===== config.mk =====
export PLATFORM = sky130hd
export DESIGN_NAME = acc_feeder
export DESIGN_NICKNAME = d
export VERILOG_FILES = /design/src/rtl/acc_feeder.sv
export SDC_FILE = /design/constraint.sdc
export NUM_CORES = 1
export LEC_CHECK = 0
export CORE_UTILIZATION = 48
export CTS_CLUSTER_DIAMETER = 60
export DETAILED_ROUTE_END_ITERATION = 8
export GPL_ROUTABILITY_DRIVEN = 0
export GPL_TIMING_DRIVEN = 0
export PLACE_DENSITY = 0.77
export SYNTH_ARGS = -nofsm -noshare
export SYNTH_HDL_FRONTEND = slang
export SYNTH_SLANG_ARGS = --single-unit

===== constraint.sdc =====
create_clock -name clk -period 3.75 [get_ports clk]
set_clock_uncertainty 0.2 [all_clocks]
set_input_delay 1.125 -clock clk [delete_from_list [all_inputs] [get_ports clk]]
set_output_delay 1.125 -clock clk [all_outputs]
set_load 0.02 [all_outputs]

===== src/rtl/acc_feeder.sv =====
// Streams samples through a fixed-latency function unit into an external accumulator.
// An input FIFO absorbs the issue hold-off; a shift register tracks results still in flight.
module acc_feeder #(
    parameter int LAT     = 8,
    parameter int DEPTH   = 8,
    parameter int HOLDOFF = 8
) (
    input  logic        clk,
    input  logic        reset,
    input  logic        cmd_start,
    input  logic [15:0] cmd_len,
    input  logic [31:0] in_data,
    input  logic        in_valid,
    output logic        in_ready,
    output logic [31:0] fn_x,
    input  logic [31:0] fn_fx,
    output logic        acc_start,
    output logic [31:0] acc_data,
    output logic        acc_valid,
    output logic        acc_finished,
    input  logic        acc_done,
    input  logic [31:0] acc_result,
    output logic        busy,
    output logic [31:0] result,
    output logic        result_valid
);
    localparam int             AW        = $clog2(DEPTH);
    localparam logic [AW:0]    FULL      = (AW+1)'(DEPTH);
    localparam logic [15:0]    HOLD_LAST = 16'(HOLDOFF - 1);

    typedef enum logic [5:0] {
        S_IDLE   = 6'b000001,
        S_HOLD   = 6'b000010,
        S_FEED   = 6'b000100,
        S_DRAIN  = 6'b001000,
        S_FINISH = 6'b010000,
        S_WAIT   = 6'b100000
    } state_t;

    state_t        state_q, state_d;
    logic [15:0]   n_q, n_d;
    logic [15:0]   accepted_q, accepted_d;
    logic [15:0]   issued_q, issued_d;
    logic [15:0]   hold_q, hold_d;
    logic [31:0]   mem_q [DEPTH];
    logic [AW-1:0] wr_q, rd_q;
    logic [AW:0]   cnt_q;
    logic [31:0]   fn_x_q;
    logic [LAT-1:0] sr_q;
    logic          acc_valid_q;
    logic          acc_start_q, acc_start_d;
    logic [31:0]   result_q, result_d;
    logic          result_valid_q, result_valid_d;
    logic          push, pop;

    assign in_ready     = (state_q == S_HOLD || state_q == S_FEED) &&
                          (cnt_q != FULL) && (accepted_q < n_q);
    assign push         = in_valid && in_ready;
    assign pop          = (state_q == S_FEED) && (cnt_q != '0);
    assign fn_x         = fn_x_q;
    assign acc_start    = acc_start_q;
    assign acc_valid    = acc_valid_q;
    assign acc_data     = acc_valid_q ? fn_fx : 32'd0;
    assign acc_finished = (state_q == S_FINISH);
    assign busy         = (state_q != S_IDLE);
    assign result       = result_q;
    assign result_valid = result_valid_q;

    always_comb begin
        state_d        = state_q;
        n_d            = n_q;
        accepted_d     = accepted_q + 16'(push);
        issued_d       = issued_q + 16'(pop);
        hold_d         = hold_q;
        acc_start_d    = 1'b0;
        result_d       = result_q;
        result_valid_d = 1'b0;
        unique case (state_q)
            S_IDLE: begin
                if (cmd_start) begin
                    if (cmd_len != 16'd0) begin
                        n_d         = cmd_len;
                        accepted_d  = 16'd0;
                        issued_d    = 16'd0;
                        hold_d      = 16'd0;
                        acc_start_d = 1'b1;
                        state_d     = S_HOLD;
                    end else begin
                        // Empty job: report a zero sum without touching the accumulator.
                        result_d       = 32'd0;
                        result_valid_d = 1'b1;
                    end
                end
            end
            S_HOLD: begin
                hold_d = hold_q + 16'd1;
                if (hold_q == HOLD_LAST) state_d = S_FEED;
            end
            S_FEED: begin
                if (pop && (issued_q + 16'd1 == n_q)) state_d = S_DRAIN;
            end
            S_DRAIN: begin
                if (sr_q == '0) state_d = S_FINISH;
            end
            S_FINISH: state_d = S_WAIT;
            S_WAIT: begin
                if (acc_done) begin
                    result_d       = acc_result;
                    result_valid_d = 1'b1;
                    state_d        = S_IDLE;
                end
            end
            default: state_d = S_IDLE;
        endcase
    end

    always_ff @(posedge clk) begin
        if (reset) begin
            state_q        <= S_IDLE;
            n_q            <= '0;
            accepted_q     <= '0;
            issued_q       <= '0;
            hold_q         <= '0;
            wr_q           <= '0;
            rd_q           <= '0;
            cnt_q          <= '0;
            fn_x_q         <= '0;
            sr_q           <= '0;
            acc_valid_q    <= 1'b0;
            acc_start_q    <= 1'b0;
            result_q       <= '0;
            result_valid_q <= 1'b0;
        end else begin
            state_q        <= state_d;
            n_q            <= n_d;
            accepted_q     <= accepted_d;
            issued_q       <= issued_d;
            hold_q         <= hold_d;
            acc_start_q    <= acc_start_d;
            result_q       <= result_d;
            result_valid_q <= result_valid_d;
            if (push) wr_q <= wr_q + AW'(1);
            if (pop) begin
                rd_q   <= rd_q + AW'(1);
                fn_x_q <= mem_q[rd_q];
            end
            case ({push, pop})
                2'b10:   cnt_q <= cnt_q + (AW+1)'(1);
                2'b01:   cnt_q <= cnt_q - (AW+1)'(1);
                default: ;
            endcase
            // Final register stage aligns acc_valid with fn_fx, LAT cycles after fn_x moves.
            sr_q        <= (sr_q << 1) | LAT'(pop);
            acc_valid_q <= sr_q[LAT-1];
        end
    end

    always_ff @(posedge clk) begin
        if (push) mem_q[wr_q] <= in_data;
    end
endmodule

Word level (Yosys, flattened, before mapping)
Memory sizes are Yosys's and may differ from the RTL's. A register that Yosys moved wholly into a read port is not among the register bits.
Index checks and enable logic that the tools add are counted.
- word-level logic and storage cells: 91
- bits in registers: 123
- output and inout bits: 102
- latch bits: 0
- memories kept: 1
- ROM bits: 0
- bits in writable memories: 256
- input port bits: 117
- multipliers: 0
- bitwise logic cells: 3
- div/mod/pow operators: 0
- add/sub/neg operators: 8
- multiplexer cells: 29
- reduce and logical (&&, ||, !) cells: 17
- eq/ne operators: 19
- magnitude comparators: 1
- shift operators: 0
- memories (name ; depth ; bits a word ; rd ports ; clocked after memory_dff ; wr ports ; RTL line ; RTL):
    mem_q ; 8 ; 32 ; 1 ; 1 ; 1 ; 45 ; logic [31:0] mem_q [DEPTH];
- operators by type and width (operator ; number):
    16-bit 2-to-1 mux ; 8
    32-bit 2-to-1 mux ; 4
    32-bit case mux with 2 select lines ; 1
    6-bit 2-to-1 mux ; 6
    6-bit case mux with 6 select lines ; 1
    16-bit by 1-bit adder with 16-bit output ; 2
    16-bit by 1-bit adder with 16-bit output (second input constant) ; 2
    16-bit case mux with 2 select lines ; 1
    16-bit equality test ; 1
    16-bit by 3-bit equality test with 1-bit output (second input constant) ; 1
    16-bit < comparator ; 1
    16-bit nonzero test ; 1
    2-bit inequality test (second input constant) ; 5
    8-bit logical NOT ; 1
    8-bit by 1-bit OR with 8-bit output ; 1
    4-bit case mux with 2 select lines ; 1
    3-bit by 1-bit adder with 3-bit output (second input constant) ; 2
    6-bit by 1-bit equality test with 1-bit output (second input constant) ; 1
    6-bit by 2-bit equality test with 1-bit output (second input constant) ; 1
    6-bit by 3-bit equality test with 1-bit output (second input constant) ; 1
    6-bit by 4-bit equality test with 1-bit output (second input constant) ; 1
    6-bit by 5-bit equality test with 1-bit output (second input constant) ; 1
    6-bit equality test (second input constant) ; 1
    1-bit 2-to-1 mux ; 6
    17 further kinds ; 26

Longest topological paths before layout
Gate-level depths: netlist of run 1.
- word-level depth: 9
- depth in mapped cells: 15
- mapped depth without buffers: 15

Least setup slack after synthesis of run 1
OpenSTA, ideal clock, no wires.
- path type: register to output
- start: register state_q[5]
- end: output port in_ready
- buffers on the path: 1
- arrival time: 2.208 ns
- setup slack: 0.217 ns
- stages on the path, launching flop included: 7
- data required time: 2.425 ns
- path through: dfxtp_1 or4_1 buf_2 nor3b_4 o221ai_2 o21ba_2 a21boi_0
- word-level cells in the longest chain between the ends: 4
- elaborated cells on any way between the ends: 5
- classes of those cells: 2 x eq/ne; 3 x reduce/logical
- RTL lines (element ; RTL line ; RTL):
    start, declared ; 40 ; state_t state_q, state_d;
    start signal, assigned ; 134 ; state_q <= state_d;
    6-bit by 2-bit equality test with 1-bit output or 6-bit by 3-bit equality test with 1-bit output (tied branches) ; 56 ; assign in_ready = (state_q == S_HOLD || state_q == S_FEED) &&
    1-bit logical OR * ; 56 ;
    1-bit logical AND * ; 56 ;
    1-bit logical AND * ; 57 ; (cnt_q != FULL) && (accepted_q < n_q);
    end, declared ; 14 ; output logic in_ready,
Every way passes the cells marked *; elsewhere a longest branch is shown, timed or not.

Worst setup path after layout of run 1
- start: register state_q[0]
- end: output port in_ready
Same word-level chain as after synthesis.

==> impl_metrics.env, run 1 <==
export IMPL_status="complete, but fails checks"
export IMPL_violations="negative setup slack"
export IMPL_ys_warn_count=0
export IMPL_drc=0
export IMPL_start_util_pct=49.3
export IMPL_fin_ws_ps=-68.6
export IMPL_relSlewSlack_pct=32.3
export IMPL_wl_um=41000
export IMPL_fp_dieArea_sq_um=35600
export IMPL_cap_violations=0
export IMPL_pin_count=219
export IMPL_hold_viol=0
export IMPL_async_flop_share_pct=0
export IMPL_end_kind="output port"
export IMPL_clockBufferDepth=3
export IMPL_tightest_slew_ps=1020
export IMPL_avgSynthCellArea_sq_um=14.0
export IMPL_synth_xor_area_share_pct=3.46
export IMPL_rows=67
export IMPL_hp_start="sr_q[5]"
export IMPL_drive_above_1_share_pct=12.1
export IMPL_setup_viol=1
export IMPL_hold_class="reg -> reg"
export IMPL_finalInstanceArea_sq_um=21200
export IMPL_path_class="reg -> out"
export IMPL_netlist_instances=1197
export IMPL_cts_hold_buf=0
export IMPL_synth_seq_cells=411
export IMPL_antenna_found_initial=2
export IMPL_rsz0062_at_grt="true"
export IMPL_crit_arrival_ps=2490
export IMPL_period_share_pct=102
export IMPL_ys_flop_type="edfxtp_1"
export IMPL_wl_per_cell_um=21.0
export IMPL_synth_simple_area_share_pct=11.3
export IMPL_cts_sinks=411
export IMPL_setup_tns_ps=-68.6
export IMPL_grt_max_degree=25
export IMPL_crit_slowest_cell="or4_4"
export IMPL_rr_startpoint="state_q[0]"
export IMPL_power_leakage_nw=7.00
export IMPL_dp_hpwl_um=26900
export IMPL_fin_nets=1618
export IMPL_max_stage_delay_ps=600
export IMPL_synth_area_leaders="edfxtp_1 46%, dfxtp_1 19%, mux4_2 8.6%"
export IMPL_htreeDepth=2
export IMPL_worstSkewPairLatency_ps=550
export IMPL_muxShareOfSynthArea_pct=11.8
export IMPL_dieHeight_um=189
export IMPL_crit_fanout=6
export IMPL_crit_start="state_q[0]"
export IMPL_drtIter0Drc=718
export IMPL_ys_types=60
export IMPL_cts_buffers=42
export IMPL_cts_tree="yes"
export IMPL_reg2regPathDepth=13
export IMPL_place_ws_ps=-423
export IMPL_clk_pin_slew_ps=50
export IMPL_ant_nets=0
export IMPL_fmax_mhz=262
export IMPL_period_needed_ps=3820
export IMPL_synth_top_family_by_area="multiplexers"
export IMPL_cts_root_buffer="clkbuf_16"
export IMPL_synth_seq_area_share_pct=64.6
export IMPL_vias=10800
export IMPL_drt_first_pass_iters=5
export IMPL_synth_compound_area_share_pct=4.45
export IMPL_path_cells="or4_4, nor3b_4, o221ai_4, o21ba_4, a21boi_4, buf_6"
export IMPL_vias_per_cell=5.53
export IMPL_grt_pass1_vias=11000
export IMPL_syn_area_sq_um=16700
export IMPL_critPathLaunchType="flop"
export IMPL_die_w_um=189
export IMPL_place_port_buffers=218
export IMPL_yosys_area_top_type="edfxtp_1"
export IMPL_slew_violations=0
export IMPL_whs_ps=240
export IMPL_synthToLayoutAreaGrowth_pct=26.7
export IMPL_yosys_area_top_type_share_pct=46.0
export IMPL_synth_nets=1341
export IMPL_placeableCoreArea_sq_um=33900
export IMPL_crit_end="in_ready"
export IMPL_n_antenna_cell=0
export IMPL_power_density_nw_per_um2=511
export IMPL_crit_required_ps=2420
export IMPL_grt_pass1_wl_um=62400
export IMPL_ir_worst_vdd_mv=0.403
export IMPL_grtUsageTotal_pct=23.1
export IMPL_reg2reg_to="cnt_q[3]"
export IMPL_postPlaceCellArea_sq_um=19600
export IMPL_synth_fa_ha_area_share_pct=2.07
export IMPL_r2r_slack_ps=90
export IMPL_synth_edff_count=256
export IMPL_grt_ovfl_total=0
## kinds of logic (layout without fill, tap and decap cells)
group | after synthesis | after routing
multiplexers | 116 | 116
AND/OR/NAND/NOR | 374 | 374
flip-flops | 411 | 411
AO/OA/AOI/OAI | 110 | 110
XOR/XNOR | 66 | 66
buffers and inverters | 93 | 401
adder cells (fa/ha/maj) | 27 | 27
## critical path: cells and delay by family, from the launching register on
kind	cells	cell delay, ps
flip-flops	1	340
AO/OA/AOI/OAI	3	610
buffers and inverters	1	140
AND/OR/NAND/NOR	2	860
## Yosys cell counts (3+ instances only)
cell,instances
dfxtp_1,155
and4b_1,4
a21o_1,7
nand2b_1,5
nor2b_1,11
a211oi_1,33
nand4_1,15
buf_6,4
nand2_1,53
or2_2,3
xnor2_1,29
xor2_1,37
buf_2,8
clkbuf_1,47
mux4_2,64
ha_1,26
o21ai_0,6
nor3_1,9
nand3_1,61
nand3b_1,5
edfxtp_1,256
and2_1,35
and4_1,3
nor4_1,16
o21a_1,4
inv_1,28
and3_1,11
buf_1,4
nor2_1,127
mux2i_1,50
a21oi_1,44
## cell type report
type | instances | area [sq um]
Buffer | 64 | 288
Clock buffer | 59 | 1110
Clock inverter | 16 | 288
Fill cell | 2513 | 12700
Inverter | 28 | 105
Multi-Input combinational cell | 693 | 5610
Sequential cell | 411 | 10800
Tap cell | 448 | 561
Timing Repair Buffer | 234 | 2420
## state kept, by name, summed over array words and instances (netlist names), 3 cells and up
signal / count
n_q: 16
hold_q: 16
fn_x: 32
cnt_q: 4
state_q: 6
mem_q: 256
issued_q: 16
sr_q: 8
wr_q: 3
accepted_q: 16
rd_q: 3
result: 32
## metal layers
layer / vias up / track usage (%) / wire, um
li1: 5015 / - / -
met1: 5275 / 27.8 / 16000
met2: 450 / 42.1 / 21200
met3: 61 / 4.41 / 2970
met4: 4 / 6.17 / 858
met5: - / 0 / 31
## stage by stage
stage | cells | util [%] | total power [mW]
detailed placement | 1871 | 58.0 | 6.54
CTS | 1950 | 62.4 | 10.8
global placement | 1863 | 57.4 | 6.49
floorplan | 1197 | - | 6.05
global route | 1953 | 62.5 | 11.2
finish | 1953 | 62.5 | 10.8
## timing repair
action / in CTS / in global routing
resized for setup: 28 / 7
setup buffers: 4 / 4
pin swaps: 3 / 5
endpoints found under the setup margin: 16 / 9
cloned: 0 / 0
## cells in the final DEF (no fill, tap or decap), types with 33 or more instances in the layout
cell type / netlist / final
nand2_1: 53 / 53
dfxtp_1: 155 / 153
xor2_1: 37 / 37
mux4_2: 64 / 64
and2_1: 35 / 35
a211oi_1: 33 / 33
clkbuf_1: 47 / 63
nand3_1: 61 / 61
a21oi_1: 44 / 42
clkbuf_16: 0 / 42
edfxtp_1: 256 / 256
nor2_1: 127 / 124
clkdlybuf4s50_1: 0 / 211
mux2i_1: 50 / 50
## power breakdown
group | internal [mW] | switching [mW]
clock | 2.51 | 1.71
sequential | 4.94 | 0.131
combinational | 0.695 | 0.832
total | 8.15 | 2.68
## worst min path at each step
stage	end	slack (ps)	cells after the start
5_1_grt	sr_q[6]	260	1
6_report	sr_q[6]	240	1
3_5_place_dp	result[10]	240	2
2_1_floorplan	sr_q[2]	240	1
4_1_cts	sr_q[6]	250	1
3_3_place_gp	result[19]	240	2
Note: power is estimated with default switching activity, not from simulation.
==> inputs of run 2 (changes only) <==
- SLEW_MARGIN: default -> 40
==> impl_metrics.env, run 2 (same netlist as run 1, synthesis figures left out) <==
export IMPL_status="complete, but fails checks"
export IMPL_violations="negative setup slack"
export IMPL_grt_ovfl_total=0
export IMPL_synthToLayoutAreaGrowth_pct=26.8
export IMPL_dp_hpwl_um=27000
export IMPL_antenna_found_initial=2
export IMPL_end_kind="output port"
export IMPL_hold_class="reg -> reg"
export IMPL_p_clk_share_pct=37.8
export IMPL_wl_per_cell_um=20.9
export IMPL_setup_viol=1
export IMPL_crit_arrival_ps=2460
export IMPL_cts_root_buffer="clkbuf_16"
export IMPL_grt_pass1_vias=11100
export IMPL_rsz0062_at_grt="true"
export IMPL_pin_count=219
export IMPL_grt_max_degree=25
export IMPL_finalInstanceArea_sq_um=21200
export IMPL_placeableCoreArea_sq_um=33900
export IMPL_p_total_mw=10.6
export IMPL_crit_fanout=5
export IMPL_worstSkewPairLatency_ps=560
export IMPL_nFillCells=2490
export IMPL_drtIter0Drc=701
export IMPL_largest_reg_flops=256
export IMPL_ir_worst_vdd_mv=0.496
export IMPL_period_share_pct=101
export IMPL_power_switching_mw=2.67
export IMPL_power_leakage_nw=7.01
export IMPL_start_util_pct=49.3
export IMPL_tightest_slew_ps=879
export IMPL_cts_buffers=42
export IMPL_rows=67
export IMPL_grt_pass1_wl_um=62300
export IMPL_clockBufferDepth=3
export IMPL_fp_dieArea_sq_um=35600
export IMPL_fin_nets=1622
export IMPL_slew_violations=0
export IMPL_hold_viol=0
export IMPL_cts_sinks=411
export IMPL_critPathLaunchType="flop"
export IMPL_place_inst=1871
export IMPL_fmax_mhz=264
export IMPL_dieHeight_um=189
export IMPL_internal_power_mw=7.97
export IMPL_die_w_um=189
export IMPL_cap_violations=0
export IMPL_fin_util_pct=62.5
export IMPL_fin_ws_ps=-32.2
export IMPL_vias_per_cell=5.57
export IMPL_wl_um=40900
export IMPL_power_density_nw_per_um2=502
export IMPL_reg2regPathDepth=13
export IMPL_vias=10900
export IMPL_cts_tree="yes"
export IMPL_power_frac_seq_pct=47.6
export IMPL_drt_first_pass_iters=5
export IMPL_cts_hold_buf=0
export IMPL_drive_above_1_share_pct=13.0
export IMPL_p_sw_share_pct=25.1
export IMPL_whs_path_depth=1
export IMPL_place_port_buffers=218
export IMPL_place_ws_ps=-451
export IMPL_ant_nets=0
export IMPL_postPlaceCellArea_sq_um=19700
export IMPL_grtUsageTotal_pct=23.0
export IMPL_clk_pin_slew_ps=50
export IMPL_final_instance_count_excl_fill=1957
export IMPL_whs_ps=235
export IMPL_relSlewSlack_pct=41.4
export IMPL_path_class="reg -> out"
export IMPL_period_needed_ps=3780
export IMPL_crit_required_ps=2420
export IMPL_drc=0
export IMPL_power_frac_comb_pct=14.6
export IMPL_htreeDepth=2
export IMPL_regMostFlops="mem_q"
export IMPL_final_cell_mix="256 x edfxtp_1, 210 x clkdlybuf4s50_1, 151 x dfxtp_1"
export IMPL_setup_tns_ps=-32.2
export IMPL_final_common_cell="edfxtp_1"
==> run 2: changes by cell type in the layout (fill, tap and decap cells not counted), moves of 3 or more <==
cell / delta
and4b_2: -3
clkbuf_1: -5
clkbuf_8: +5
and4b_4: +3
clkinv_1: -3
clkinv_2: +4
clkbuf_2: +4
buf_4: +4
bufinv_16: -5
==> run 2: what timing repair did <==
action                                  4_1_cts  5_1_grt
gates resized for setup                      27       10
endpoints found under the setup margin       19       11
pin swaps                                     4        7
buffers inserted                              6        6
==> run 2: power by group through the flow <==
stage	clock (mW)	combinational [mW]	sequential (mW)
floorplan	0	0.926	5.13
global placement	0	1.34	5.15
detailed placement	0	1.40	5.16
CTS	4.08	1.50	5.06
global route	4.25	1.69	5.08
finish	4.02	1.55	5.07
==> run 2: layer usage <==
metal / wire [um] / GRT usage [%] / part of all wire, % / vias up
li1: - / - / - / 5014
met1: 16000 / 27.6 / 39 / 5372
met2: 20500 / 40.9 / 50 / 437
met3: 2930 / 4.56 / 7.2 / 82
met4: 1410 / 8.59 / 3.5 / 2
met5: 13 / 0 / 0.032 / -
==> run 2: cell type report <==
cell class              instances  area, sq um  area share (%)
repair buffers                238         2450            11.6
diodes                          1         2.50          0.0118
well taps                     448          561            2.65
clock buffers                  63         1200            5.67
plain buffers                  64          292            1.38
multi-input cells             693         5640            26.6
flip-flops and latches        411        10800            51.0
clock inverters                11          140           0.662
inverters                      28          105           0.496
==> run 2: final timing paths <==
| path | slack [ps] | start | end |
|---|---|---|---|
| worst max-delay path | -30 | state_q[5] | in_ready |
| worst min-delay path | 240 | sr_q[5] | sr_q[6] |
| worst max register to register | 130 | state_q[5] | cnt_q[3] |
| worst min register to register | 240 | sr_q[5] | sr_q[6] |
==> run 2: worst max-delay path, cell delays in order (launching register included) <==
cell,delay [ps]
dfxtp_2,320
or4_4,590
nor3b_4,280
o221ai_4,160
o21ba_4,240
a21boi_4,190
buf_6,140
